**config.mk**
```make
export PLATFORM = sky130hd
export DESIGN_NAME = psa_accum
export DESIGN_NICKNAME = d
export VERILOG_FILES = /design/src/rtl/psa_accum.sv
export SDC_FILE = /design/constraint.sdc
export NUM_CORES = 1
export LEC_CHECK = 0
export CELL_PAD_IN_SITES_DETAIL_PLACEMENT = 1
export CELL_PAD_IN_SITES_GLOBAL_PLACEMENT = 1
export CORE_UTILIZATION = 30
export DETAILED_ROUTE_END_ITERATION = 10
export PLACE_DENSITY = 0.66
export RECOVER_POWER = 25
export SKIP_LAST_GASP = 1
export SLEW_MARGIN = 0
export SYNTH_ARGS = -nofsm -noshare
export SYNTH_HDL_FRONTEND = slang
export SYNTH_SLANG_ARGS = --single-unit
```
**constraint.sdc**
```tcl
create_clock -name clk -period 3 [get_ports clk]
set_clock_uncertainty 0.1 [all_clocks]
set_input_delay 0.6 -clock clk [delete_from_list [all_inputs] [get_ports clk]]
set_output_delay 0.6 -clock clk [all_outputs]
set_load 0.02 [all_outputs]
```
**src/rtl/psa_accum.sv**
```systemverilog
// psa_accum: packet accumulator that reduces 4-lane partitioned sums into one signed total
// Ports:
//   clk, rst            rising-edge clock, synchronous active-high reset
//   clr                 synchronous abort of the packet in progress
//   in_valid/in_ready   beat handshake for in_sum (4 x 4-bit signed lanes) and in_err
//   out_valid/out_ready result handshake for result (16-bit signed) and sticky err
// Parameter NUM_WORDS (1..16) sets the number of beats per packet.
// Define PSA_ACCUM_SAT_EN for saturating lane accumulators; otherwise lanes wrap.
module psa_accum #(
   parameter int NUM_WORDS = 4
) (
   input  logic        clk,
   input  logic        rst,
   input  logic        clr,
   input  logic        in_valid,
   output logic        in_ready,
   input  logic [15:0] in_sum,
   input  logic        in_err,
   output logic        out_valid,
   input  logic        out_ready,
   output logic [15:0] result,
   output logic        err
);
   typedef enum logic [1:0] {IDLE, ACCUM, REDUCE, DONE} state_t;
   state_t      state, state_nx;
   logic [5:0]  lane [4];
   logic [5:0]  sext [4];
   logic [5:0]  added [4];
   logic [3:0]  ovf;
   logic [4:0]  cnt;
   logic        beat;
   // returns {overflow, new lane value}; overflow means the true sum left -32..31
   function automatic logic [6:0] lane_add(input logic [5:0] a, input logic [3:0] b);
      logic [6:0] s;
      logic [5:0] v;
      logic       o;
      s = {a[5], a} + {{3{b[3]}}, b};
      o = s[6] ^ s[5];
`ifdef PSA_ACCUM_SAT_EN
      v = o ? (s[6] ? 6'h20 : 6'h1F) : s[5:0];
`else
      v = s[5:0];
`endif
      return {o, v};
   endfunction
   function automatic logic [15:0] sx16(input logic [5:0] a);
      return {{10{a[5]}}, a};
   endfunction
   for (genvar i = 0; i < 4; i++) begin : g_lane
      assign sext[i] = {{2{in_sum[4*i+3]}}, in_sum[4*i+:4]};
      assign {ovf[i], added[i]} = lane_add(lane[i], in_sum[4*i+:4]);
   end
   assign beat = in_valid & in_ready;
   always_ff @(posedge clk) begin
      if (rst) state <= IDLE;
      else     state <= state_nx;
   end
   always_comb begin
      state_nx = state;
      case (state)
         IDLE:   if (beat) state_nx = (NUM_WORDS == 1) ? REDUCE : ACCUM;
         ACCUM:  if (beat && cnt == 5'(NUM_WORDS - 1)) state_nx = REDUCE;
         REDUCE: state_nx = DONE;
         DONE:   if (out_ready) state_nx = IDLE;
         default: state_nx = IDLE;
      endcase
      if (clr) state_nx = IDLE;
   end
   always_comb begin
      in_ready  = (state == IDLE) || (state == ACCUM);
      out_valid = (state == DONE);
   end
   // the first beat of a packet loads the lanes and restarts err
   always_ff @(posedge clk) begin
      if (rst || clr) begin
         for (int k = 0; k < 4; k++) lane[k] <= '0;
         cnt    <= '0;
         result <= '0;
         err    <= 1'b0;
      end else begin
         if (beat) begin
            for (int k = 0; k < 4; k++) lane[k] <= (state == IDLE) ? sext[k] : added[k];
            cnt <= (state == IDLE) ? 5'd1 : cnt + 5'd1;
            err <= ((state == IDLE) ? 1'b0 : (err | (|ovf))) | in_err;
         end
         if (state == REDUCE) result <= sx16(lane[0]) + sx16(lane[1]) + sx16(lane[2]) + sx16(lane[3]);
      end
   end
endmodule

```
Word-level counts from Yosys, hierarchy flattened
Memory sizes are Yosys's and may differ from the RTL's.
Cells that the tools add are included.

operators by class
  $add $sub $neg = 8
  equal/unequal tests = 7
  multiplexer cells = 19
  bitwise operators = 11
  reduce and logical (&&, ||, !) cells = 7

operators by type and width
  kind                                                    count
  2-to-1 mux 6 bit                                        8
  adder 6 x 4 -> 7 bit                                    4
  adder 8 x 6 -> 9 bit                                    1
  adder 7 x 6 -> 8 bit                                    1
  case mux 2 bit (4 select lines)                         1
  adder 6 x 6 -> 7 bit                                    1
  2-to-1 mux 1 bit                                        6
  2-to-1 mux 2 bit                                        3
  OR 1 bit                                                6
  adder 5 x 1 -> 5 bit (second input constant)            1
  equality test 5 x 2 -> 1 bit (second input constant)    1
  2-to-1 mux 5 bit                                        1
  equality test 2 bit (second input constant)             2
  inequality test 2 bit (second input constant)           2
  OR reduction 4 bit                                      1
  bitwise XOR 1 bit                                       4
  AND reduction 3 bit                                     1
  equality test 2 x 1 -> 1 bit (second input constant)    1
  logical NOT 2 bit                                       1
  logical OR 1 bit                                        2
  inequality test 2 x 1 -> 1 bit (second input constant)  1
  OR reduction 2 bit                                      1
  AND 1 bit                                               1
  logical AND 1 bit                                       1

storage, ports and cells
  bits in registers = 24
  bits in writable memories = 24
  output and inout port bits = 19
  logic and storage cells = 57
  memories kept = 1

memory list
  memory  depth  width  read ports  clocked after memory_dff  wr ports  line  source
  lane    4      6      4           0                         4         26    logic [5:0] lane [4];

Depth between registers and ports, before layout
  depth in word-level cells = 7
  depth in mapped cells = 13
  mapped depth without buffers = 13

Worst setup path after synthesis
OpenSTA, ideal clock, no wires.

  path kind = flip-flop to flip-flop
  from = memory lane[3][1]
  to = register result[7]
  library setup time = 117 ps
  data arrival time = 2799 ps
  data required time = 2783 ps
  slack = -16 ps
  cell stages (with the launch flop) = 14
  clock period less this slack = 3016 ps
  path through = edfxtp_1 > inv_1 > fa_1 > inv_1 > fa_1 > ha_1 > inv_1 > fa_1 > nor2b_1 > o21ai_0 > a21boi_0 > o21ai_0 > mux2i_1 > nand2_1

RTL lines
  item                    line  source
  start: declaration      26
  end signal: assignment  86    if (state == REDUCE) result <= sx16(lane[0]) + sx16(lane[1]) + sx16(lane[2]) + sx16(lane[3]);
  end: declaration        21    output logic [15:0] result,

==> metrics.txt <==
area of the multi-input gates=2140 sq um; max incr delay on CP=0.54 ns; vias per cell=4.95; CP required=just over 3 ns; Final HPWL DP=6.10 mm; register area share after synthesis=31.1%; EDFF count, synth=24; FP Rows=38; TritonCTS clock tree=built; Register Area=between 1000 and 1500 sq um; die width=109 um; share of cells above drive strength 1=12.9%; Die Y=109 um; CTS Buffer Depth=2; GPL Wtd Cong=~0.8; fin. max-slew vios=0; Initial DRC Count=56; Placed Instances=531; Ports=41; largest net degree at the start of global routing=44; Slew HR=28.3%; final global-route overflow total=0; CTS Buf Count=5; core area=10900 sq um; Crit Path Category=flop to flop; Post-route DRC=0; power per standard cell area=430 nW/um^2; Antenna Cells=0; total setup violations reported at the end of the flow=2; Critical Path Fanout Max=2; Worst Path Arrival=roughly 3.1 ns; status=finished, violations left; vias in the first global route=2765; final hold viol count=0; Slew @ Worst Pin=1.08 ns; RSZ-0062 raised after global routing=true; reg2reg start=lane[1][1]$_SDFFCE_PN0P_; Max Cap Violations=0; Cells after Synth=352; Seq cells post-synth=41; fin crit period=roughly 3.0 ns; worst skew pair latency=0.28 ns; main flop type after synthesis=edfxtp_1; Async SR Flop Fraction=0%; Port Buf Inserts=40; Yosys cell types=42; worst hold slack=between 0.3 and 0.4 ns; Ys Warns=0; die area=11800 sq um; clk sink count=slightly above 40; hold_sp=result[2]$_SDFFE_PP0P_; hold bufs inserted after CTS=0; nets@finish=around 480; Worst-path clk slew=about 0.06 ns; mean area per synthesized cell=9.69 sq um; Tot GR Track Use=14.2%; syn nets=between 400 and 500; period utilization=101%; pre-CTS WS=-0.100 ns; total number of vias=~2700; final setup margin=-0.0190 ns; Initial Util=between 30 and 40%; f_max=around 330 MHz; Layout area overhead=23.7%; slowest CP cell=fa_1; Antenna Nets Post-Route=0; leakage power=1.85 nW; violated checks=setup timing; Post-Syn Area=3410 sq um; Hold Path Class=flop to flop; Max H-tree Level=2; Worst VDD drop=200 uV; worst path cell trace=inv_2, fa_1, inv_1, fa_1, ha_2, inv_2, fa_2, nor2b_4, o21ai_2, a21boi_2, o21ai_2, mux2i_1, nand2_1; setup TNS=-0.0194 ns; CTS Root Buffer Type=clkbuf_16; Avg WL per Cell=14.6 um; first-pass GRT wire length=13.0 mm; crit path from=lane[1][1]$_SDFFCE_PN0P_; Crit. End Element=flop; antenna violations before repair=0; Cell Count, Final, Fillers Out=roughly 540; final core utilization=approximately 39%; final WL=between 7 and 8 mm; drt first pass iters=4; element type at the critical path start=flop; fillers=around 1300
==> worst max-delay path, delay by kind of cell (launching register included) <==
family | cells | cell delay (ns)
multiplexers | 1 | 0.15
flip-flops | 1 | 0.37
buffers and inverters | 3 | 0.15
adder cells (fa/ha/maj) | 4 | 1.62
AND/OR/NAND/NOR | 2 | 0.20
AO/OA/AOI/OAI | 3 | 0.33
==> placed cells by master, fill, tap and decap left out, types with 2 or more instances in the layout <==
cell             instances
a211o_1                  2
a211oi_1                13
a211oi_2                 4
a21boi_2                 3
a21o_1                   8
a21oi_1                 20
a21oi_2                  5
buf_4                   20
clkbuf_16                6
clkdlybuf4s50_1         30
dfxtp_1                 17
dlygate4sd3_1           10
edfxtp_1                24
fa_1                    16
ha_1                    36
inv_1                   29
inv_2                    3
mux2i_1                 19
nand2_1                 10
nand4_1                  2
nor2_1                  53
nor3_1                  13
nor3b_1                  2
nor4_1                   6
o21ai_0                  8
o21ai_2                  3
o21bai_1                 7
or2_2                    2
xnor2_1                  9
xor2_1                   7
==> flip-flops by register name, indices dropped and copies added, names as in the netlist <==
name / cells
cnt: 5
result: 9
state: 2
lane: 24
err: 1
==> cells by family after synthesis <==
| group | synth area share (%) |
|---|---|
| mux | 5.58 |
| flops | 31.1 |
| buf+inv | 6.79 |
| simple gates | 12.2 |
| compound gates | 16.6 |
| xor+xnor | 4.11 |
| fa+ha+maj | 23.6 |
==> layer usage <==
layer  global-route usage [%]  wire length [um]  up-vias
li1                         -                 -     1337
met1                     17.8              3710     1316
met2                     25.2              3910       38
met3                     2.35               244        4
met4                     3.19                48        0
met5                        0                 0        -
==> cell type report <==
class / count / share of cell area, %
Inverter: 32 / 2.85
Tap cell: 140 / 4.15
Clock buffer: 8 / 3.97
Timing Repair Buffer: 61 / 13.2
Sequential cell: 41 / 25.1
Multi-Input combinational cell: 262 / 50.7
==> synthesized netlist by cell type (all sizes together) (2+ instances only) <==
cell type	instances	share of area (%)
xnor2	9	2.3
a211o	2	0.51
nand2	10	1.2
nor4	6	1.1
nor3b	2	0.44
nor3	13	1.9
a211oi	17	4.3
buf	15	3.0
edfxtp	24	21
mux2i	19	5.6
xor2	7	1.8
o21bai	7	1.5
inv	32	3.5
nor2b	2	0.37
clkbuf	2	0.22
ha	37	14
dfxtp	17	10
or2	2	0.37
o21ai	12	1.9
a21boi	3	0.77
nor2	53	5.8
a21o	9	2.0
nand4	2	0.37
fa	17	10
a21oi	25	4.2
==> final timing paths <==
path / end / slack (ns) / cells after the start
min reg2reg: result[2]$_SDFFE_PP0P_ / 0.38 / 2
min: result[2]$_SDFFE_PP0P_ / 0.38 / 2
max reg2reg: result[7]$_SDFFE_PP0P_ / -0.02 / 13
max: result[7]$_SDFFE_PP0P_ / -0.02 / 13
==> timing repair <==
item | CTS | global route
endpoints found under the setup margin | 3 | 5
pin swaps | 3 | 10
resized for setup | 6 | 8
buffers inserted | 2 | 3
cloned | 0 | 0
==> where the power goes <==
part | internal (mW) | switching [mW]
Combinational | 0.265 | 0.304
Sequential | 0.625 | 0.0213
Clock | 0.382 | 0.219
==> stage by stage <==
| step | instance area [sq um] | total power, mW |
|---|---|---|
| finish | 4220 | 1.82 |
| floorplan | 3410 | 1.04 |
| detailed placement | 4000 | 1.21 |
| global route | 4220 | 1.92 |
| CTS | 4190 | 1.83 |
| global placement | 4000 | 1.19 |
(Power assumes the default switching activity.)
